--- src/rtl/ofmap_writeback.sv ---
// Ofmap writeback: clamps PE-group sums to int8, packs four per word and writes them to the ofmap SRAM.
// Optional macro WB_RELU_EN applies ReLU before the upper clamp.
module ofmap_writeback #(
  parameter int ADDR_W = 10,
  parameter int CNT_W  = 16
) (
  input  logic                     clk,
  input  logic                     rst,
  input  logic                     start,
  input  logic [3:0]               layer,
  input  logic [ADDR_W-1:0]        cfg_base,
  input  logic [CNT_W-1:0]         cfg_num_out,
  input  logic                     wb_en,
  input  logic signed [10:0]       groupsum_in1,
  input  logic signed [10:0]       groupsum_in2,
  output logic                     mem_we,
  output logic [ADDR_W-1:0]        mem_addr,
  output logic [31:0]              mem_wdata,
  output logic [3:0]               mem_wstrb,
  output logic                     busy,
  output logic                     done,
  output logic                     sat_flag
);

  typedef enum logic [1:0] {IDLE, RUN, FLUSH, DONE} state_t;

  state_t            state, state_nx;
  logic [2:0]        fill;
  logic [CNT_W-1:0]  cnt, num_out;
  logic              single, wb_en_d;
  logic [31:0]       pack_p0;

  logic              accept, full, end_cond, sat_acc;
  logic [1:0]        take;
  logic [2:0]        fill_acc;
  logic [CNT_W-1:0]  cnt_acc;
  logic [31:0]       pack_acc;
  logic [3:0]        flush_strb;
  logic [7:0]        byte1, byte2;

  function automatic logic [7:0] clamp8(input logic signed [10:0] v);
`ifdef WB_RELU_EN
    if (v < 0)        return 8'h00;
    else if (v > 127) return 8'h7F;
    else              return v[7:0];
`else
    if (v > 127)       return 8'h7F;
    else if (v < -128) return 8'h80;
    else               return v[7:0];
`endif
  endfunction

  function automatic logic is_sat(input logic signed [10:0] v);
`ifdef WB_RELU_EN
    return (v > 127);
`else
    return (v > 127) || (v < -128);
`endif
  endfunction

  assign byte1 = clamp8(groupsum_in1);
  assign byte2 = clamp8(groupsum_in2);
  assign busy  = (state == RUN) || (state == FLUSH);

  always_comb begin
    accept     = (state == RUN) && wb_en;
    take       = 2'd0;
    pack_acc   = pack_p0;
    sat_acc    = 1'b0;
    flush_strb = 4'b0000;
    state_nx   = state;
    if (accept) begin
      // the last beat of an odd dual-lane count only carries lane 1
      if (single || (num_out != '0 && (num_out - cnt) == CNT_W'(1)))
        take = 2'd1;
      else
        take = 2'd2;
    end
    fill_acc = fill + {1'b0, take};
    cnt_acc  = cnt + CNT_W'(take);
    if (take != 2'd0) begin
      pack_acc[8*fill[1:0] +: 8] = byte1;
      sat_acc = is_sat(groupsum_in1);
    end
    if (take == 2'd2) begin
      pack_acc[8*(fill[1:0] + 2'd1) +: 8] = byte2;
      sat_acc = sat_acc | is_sat(groupsum_in2);
    end
    full     = (fill_acc == 3'd4);
    end_cond = (state == RUN) &&
               ((wb_en_d && !wb_en) || (accept && num_out != '0 && cnt_acc == num_out));
    case (fill)
      3'd1:    flush_strb = 4'b0001;
      3'd2:    flush_strb = 4'b0011;
      3'd3:    flush_strb = 4'b0111;
      default: flush_strb = 4'b0000;
    endcase
    case (state)
      IDLE:  state_nx = IDLE;
      RUN:   if (end_cond) state_nx = (full || fill_acc == 3'd0) ? DONE : FLUSH;
      FLUSH: state_nx = DONE;
      DONE:  state_nx = DONE;
      default: state_nx = IDLE;
    endcase
    if (start) state_nx = RUN;
  end

  // p0: byte packing buffer (data only, no reset)
  always_ff @(posedge clk) begin
    if (accept && !start) pack_p0 <= pack_acc;
  end

  // control and SRAM write port registers
  always_ff @(posedge clk) begin
    if (rst) begin
      state     <= IDLE;
      fill      <= '0;
      cnt       <= '0;
      num_out   <= '0;
      single    <= 1'b0;
      wb_en_d   <= 1'b0;
      mem_we    <= 1'b0;
      mem_addr  <= '0;
      mem_wdata <= '0;
      mem_wstrb <= '0;
      done      <= 1'b0;
      sat_flag  <= 1'b0;
    end else begin
      state   <= state_nx;
      wb_en_d <= start ? 1'b0 : wb_en;
      done    <= !start && (state == DONE);
      mem_we  <= 1'b0;
      if (start) begin
        fill     <= '0;
        cnt      <= '0;
        sat_flag <= 1'b0;
        mem_addr <= cfg_base;
        num_out  <= cfg_num_out;
        single   <= (layer == 4'd1);
      end else begin
        if (mem_we) mem_addr <= mem_addr + ADDR_W'(1);
        if (accept) begin
          cnt      <= cnt_acc;
          sat_flag <= sat_flag | sat_acc;
          if (full) begin
            mem_we    <= 1'b1;
            mem_wdata <= pack_acc;
            mem_wstrb <= 4'b1111;
            fill      <= '0;
          end else begin
            fill <= fill_acc;
          end
        end
        if (state == FLUSH) begin
          mem_we    <= 1'b1;
          mem_wdata <= pack_p0 & {{8{flush_strb[3]}}, {8{flush_strb[2]}},
                                  {8{flush_strb[1]}}, {8{flush_strb[0]}}};
          mem_wstrb <= flush_strb;
          fill      <= '0;
        end
      end
    end
  end

endmodule

--- config.mk ---
export PLATFORM = sky130hd
export DESIGN_NAME = ofmap_writeback
export DESIGN_NICKNAME = d
export VERILOG_FILES = /design/src/rtl/ofmap_writeback.sv
export SDC_FILE = /design/constraint.sdc
export NUM_CORES = 1
export LEC_CHECK = 0
export ABC_AREA = 1
export BUFFER_PORTS_ARGS = -buffer_cell sky130_fd_sc_hd__buf_2
export CORE_ASPECT_RATIO = 0.9
export CORE_MARGIN = 4
export CORE_UTILIZATION = 54
export CTS_BUF_LIST = sky130_fd_sc_hd__clkbuf_8
export CTS_CLUSTER_SIZE = 8
export DETAILED_ROUTE_END_ITERATION = 6
export HOLD_SLACK_MARGIN = 0.06
export PLACE_DENSITY = 0.78
export SETUP_SLACK_MARGIN = 0.05
export SYNTH_ARGS = -nofsm -noshare
export SYNTH_HDL_FRONTEND = slang
export SYNTH_SLANG_ARGS = --single-unit
--- constraint.sdc ---
create_clock -name clk -period 4.4 [get_ports clk]
set_input_delay 0.88 -clock clk [delete_from_list [all_inputs] [get_ports clk]]
set_output_delay 0.88 -clock clk [all_outputs]
set_load 0.03 [all_outputs]
======== Word-level counts from Yosys, hierarchy flattened ========
Cells that the tools add are included.
word-level totals
  bits of input ports ..................... 56
  output and inout port bits .............. 50
  bits in registers ....................... 120
  word-level logic and storage cells ...... 102
cells by class
  reductions and logical operators ........ 27
  $lt $le $gt $ge ......................... 4
  muxes and demuxes ....................... 29
  add/sub/neg operators ................... 7
  bitwise logic cells ..................... 4
  equal/unequal tests ..................... 13
  shift-type cells ........................ 4
operators with widths
  kind                     count
  $mux 32                  5
  $shift 8x34->32 const A  2
  $shiftx 8x34->32         2
  $bwmux 32                2
  $neg 5->34               1
  $neg 6->34               1
  $and 32x32->32           1
  $mux 8                   4
  $gt 11x8->1 const B      2
  $lt 11x8->1 const B      2
  $mux 10                  2
  $add 16x2->16            1
  $eq 16x1->1 const B      1
  $eq 16x16->1             1
  $reduce_bool 16->1       1
  $sub 16x16->16           1
  $mux 4                   3
  $add 10x1->10 const B    1
  $pmux 3 s3               1
  $logic_and 1x1->1        8
  $reduce_bool 2->1        4
  $mux 1                   7
  $eq 2x2->1 const B       3
  $eq 3x2->1 const B       2
  20 further kinds         30

======== Logic depth before layout (Yosys ltp) ========
  word-level depth ........................ 14
  gate-level depth with buffers ........... 38
  gate-level depth less buffers ........... 35

======== Worst setup path before layout ========
No wires, ideal clock.
  path kind ............................... reg-to-reg
  start point ............................. register num_out[0]
  end point ............................... register mem_wdata[6]
  path slack .............................. 124 ps
  arrival ................................. 4206 ps
  required time ........................... 4330 ps
  period minus slack after synthesis ...... 4276 ps
  path buffers ............................ 4
  library setup time ...................... 70 ps
  stages on the path, launching flop included .. 32
  path through ............................ dfxtp_1 > inv_1 > ha_1 > fa_1 > inv_1 > nand2_1 > nand2_1 > nand3_1 > nand2_2 > nand2_1 > nand2_1 > nor2_1 > nor2_1 > nand3_1 > nor2_2 > nand2_2 > buf_6 > buf_6 > a21oi_1 > ha_1 > inv_1 > fa_1 > inv_1 > nor2_1 > inv_1 > o31ai_1 > o211ai_2 > inv_1 > buf_2 > clkbuf_1 > o21ai_0 > a21oi_1
on the way
  longest elaborated chain between the ends .. 13
  elaborated cells on any way between the ends .. 19
  classes of those cells .................. add/sub: 2; eq/ne: 3; mux: 8; reduce/logical: 6
RTL lines
  what                                                 line  RTL
  start, declared                                      29    logic [CNT_W-1:0] cnt, num_out;
  start signal, assigned                               138   num_out <= cfg_num_out;
  $sub 16x16->16                                       74    if (single || (num_out != '0 && (num_out - cnt) == CNT_W'(1)))
  $eq 16x1->1                                          74
  $logic_and 1x1->1 *                                  74
  $logic_or 1x1->1 *                                   74
  $mux 2 *                                             74
  $mux 2 *                                             72    if (accept) begin
  branches (longest 7 deep; another with $add 3x2->3)  n/a
  end signal, assigned                                 147   mem_wdata <= pack_acc;
  end signal, assigned                                 156   mem_wdata <= pack_p0 & {{8{flush_strb[3]}}, {8{flush_strb[2]}},
  end, declared                                        18    output logic [31:0] mem_wdata,
Mark *: on every way between the ends. The select of a mux whose other input is x is not followed.
A chain may end at the register's enable or synchronous reset.

======== Worst setup path after layout ========
  start point ............................. register cnt[14]
  end point ............................... register mem_wdata[29]
on the way
  longest elaborated chain between the ends .. 13
  elaborated cells on any way between the ends .. 18
  classes of those cells .................. add/sub: 2; eq/ne: 3; mux: 8; reduce/logical: 5
RTL lines
  what                                                 line  RTL
  start, declared                                      29
  start signal, assigned                               143   cnt <= cnt_acc;
  $sub 16x16->16 *                                     74
  $eq 16x1->1 *                                        74
  $logic_and 1x1->1 *                                  74
  $logic_or 1x1->1 *                                   74
  $mux 2 *                                             74
  $mux 2 *                                             72
  branches (longest 7 deep; another with $add 3x2->3)  n/a
Marked as above.

==> flow_summary.json <==
{
  "status": "completed",
  "crit_end": "mem_wdata[29]",
  "synth_most_common_cell": "nand2_1",
  "synth-async-reset-ratio": 0,
  "fmax_mhz": 237,
  "path_max_fanout": 8,
  "dieArea_sq_um": 16400,
  "p_seq_frac": 0.425,
  "combPwrFrac": 0.173,
  "start_kind": "flip-flop",
  "regArea_sq_um": 2730,
  "track_usage": 0.274,
  "p_leak_nw": 4.15,
  "n_antenna_cell": 0,
  "hp-class": "reg -> reg",
  "cts_tree": "built",
  "clkPwrFrac": 0.402,
  "cp_top_family": "compound AO/OA/AOI/OAI gates",
  "crit_start": "cnt[14]",
  "synth.distinct_cells": 48,
  "viasPerCell": 5.59,
  "first_global_vias": 7432,
  "end_kind": "flip-flop",
  "antenna_found_initial": 0,
  "cp.depth": 25,
  "grt-ovfl-total": 0,
  "r2r_start": "cnt[14]",
  "first_iter_violations": 1017,
  "multiInputGateArea_sq_um": 4580,
  "cts_sinks": 120,
  "grt_setup_unrepaired": "yes",
  "finalCritPeriodShare": 0.959,
  "wirelength_mm": 23.5,
  "cts-root-buf": "clkbuf_8",
  "finalSetupTns_ns": 0,
  "tightest_slew_ns": 0.970,
  "cts_max_level": 4,
  "reg2reg_to": "mem_wdata[29]",
  "placed_cell_area_sq_um": 8570,
  "slew_headroom": 0.353,
  "cp_slowest_stage_delay_ns": 0.48,
  "final-hold-violation-count": 0,
  "cp_data_arrival_time_ns": 4.58,
  "sw_frac_of_total": 0.288,
  "io_pins": 106,
  "num_rows": 41,
  "synth.top_cell.area_share": 0.226,
  "drt-met1-wl_mm": 10.7,
  "die_x_um": 135,
  "fin_total_pwr_mw": 2.80,
  "initial_core_util": 0.553,
  "p_sw_mw": 0.807,
  "synth.area.top_cells": "dfxtp_1 (23%), nand2_1 (14%), edfxtp_1 (12%), o21ai_0 (8.0%), inv_1 (7.3%)",
  "min_period_ns": 4.22,
  "syn_area_sq_um": 7800,
  "max_cap_viol_count": 0,
  "drive_gt1_frac": 0.210,
  "p_int_mw": 2.00,
  "grt_pass1_wl_mm": 36.1,
  "avgRoutedWirePerCell_um": 15.9,
  "powerDensity_nw_per_um2": 296,
  "wl_met3_mm": 2.43,
  "grt_max_degree": 44,
  "ant_nets": 0,
  "ys.flop_type": "dfxtp_1",
  "yosysSeqAreaShare": 0.349,
  "dp_hpwl_mm": 16.1,
  "dr.pass1.iters": 7,
  "area_delta_synth_final_pct": 21.4,
  "cts_buffers": 17,
  "synth-seq-cells": 120,
  "fin_skew_ns": 0.0183,
  "crit_required_ns": 4.77,
  "syn_nets": 1247,
  "synth_common_cells": "nand2_1 (282), inv_1 (152), o21ai_0 (125), nand3_1 (107), dfxtp_1 (88)",
  "yosys_warnings": 0,
  "netlist_instances": 1159,
  "core_area_sq_um": 14100,
  "drc": 0,
  "top_layer": "met4",
  "vdd_drop_max_v": 0.000201,
  "io_buffer_count": 105,
  "stdcell_area_sq_um": 9470,
  "vias": 8275,
  "clk_latency_ns": 0.46,
  "regToRegSetupSlack_ns": 0.18,
  "maxSlewViolCount": 0,
  "crit_buf_inv": 7,
  "clk_path_buf_depth": 2,
  "avgSynthCellArea_sq_um": 6.73,
  "path_clk_slew_ns": 0.07,
  "nFillCells": 1201,
  "synth_top_area_cell": "dfxtp_1",
  "die_h_um": 122,
  "synth_edf_count": 32,
  "gp_congestion": 0.947,
  "ff2ff_path_depth": 25,
  "setup_viol": 0,
  "crit_slowest_cell": "fa_1",
  "crit_type": "reg -> reg",
  "met2_length_mm": 9.97,
  "nets": 1362
}
## power by group through the flow
| stage | clock [mW] | combinational (mW) | sequential (mW) |
|---|---|---|---|
| after global placement | 0 | 0.438 | 1.21 |
| final | 1.13 | 0.485 | 1.19 |
| after global routing | 1.18 | 0.538 | 1.19 |
| after detailed placement | 0 | 0.443 | 1.21 |
| after CTS | 1.14 | 0.446 | 1.19 |
| after floorplan | 0 | 0.305 | 1.22 |
## state kept, by name, summed over array words and instances (netlist names), 2 cells and up
signal	flops
mem_wdata	32
pack_p0	32
cnt	16
num_out	16
mem_addr	10
mem_wstrb	4
fill	3
state	2
## layer usage
layer | vias up | track usage
met5 | - | 0
met4 | 0 | 0.0789
met3 | 38 | 0.0537
met2 | 403 | 0.400
met1 | 3772 | 0.410
li1 | 4062 | -
## how the worst min path moves through the flow
| stage | slack [ns] | endpoint | cells after the start | from |
|---|---|---|---|---|
| 2_1_floorplan | 0.44 | fill[2] | 2 | fill[2] |
| 3_3_place_gp | 0.45 | mem_wdata[28] | 2 | mem_wdata[28] |
| 3_5_place_dp | 0.46 | mem_wdata[26] | 2 | mem_wdata[26] |
| 4_1_cts | 0.47 | mem_wdata[28] | 2 | mem_wdata[28] |
| 5_1_grt | 0.48 | mem_wdata[30] | 2 | mem_wdata[30] |
| 6_report | 0.47 | mem_wdata[31] | 2 | mem_wdata[31] |
## worst min-delay path: stages (launching register included)
cell,delay (ns)
dfxtp_1,0.31
nand2_1,0.07
a21oi_2,0.05
## cell families after synthesis
group	Yosys count	synth area share
AND/OR/NAND/NOR	567	0.328
AO/OA/AOI/OAI	228	0.155
buffers and inverters	201	0.102
flip-flops	120	0.349
adder cells (fa/ha/maj)	32	0.0542
XOR/XNOR	11	0.0123
## final cells by class
| class | instances | share of cell area |
|---|---|---|
| Timing Repair Buffer | 137 | 0.0911 |
| Tap cell | 193 | 0.0255 |
| Inverter | 160 | 0.0647 |
| Clock buffer | 17 | 0.0247 |
| Clock inverter | 15 | 0.0219 |
| Sequential cell | 120 | 0.288 |
| Multi-Input combinational cell | 838 | 0.484 |
## per-stage QoR
stage	hold WS, ns	instances	setup slack, ns	util
final	0.467	1480	0.181	0.671
after global routing	0.481	1480	-0.0355	0.671
after floorplan	0.445	1159	0.124	-
after CTS	0.470	1472	0.0786	0.639
after global placement	0.451	1440	0.170	0.608
after detailed placement	0.459	1440	0.0649	0.608
## layout by cell type (no fill, tap or decap), types with 32 or more instances in the layout
cell type	synthesis	final
a21oi_1	71	53
buf_2	8	105
nand2_1	282	276
dfxtp_1	88	83
nor2_1	75	67
nand3_1	107	93
o21ai_0	125	123
edfxtp_1	32	32
nand4_1	32	32
inv_1	152	146
## timing repair
item | CTS | global route
setup buffers | 0 | 4
endpoints found under the setup margin | 2 | 37
gates cloned | 0 | 4
gates resized for setup | 2 | 92
pin swaps | 0 | 31
hold buffers | 0 | 0
endpoints found under the hold margin | 0 | 0
(Power assumes the default switching activity.)
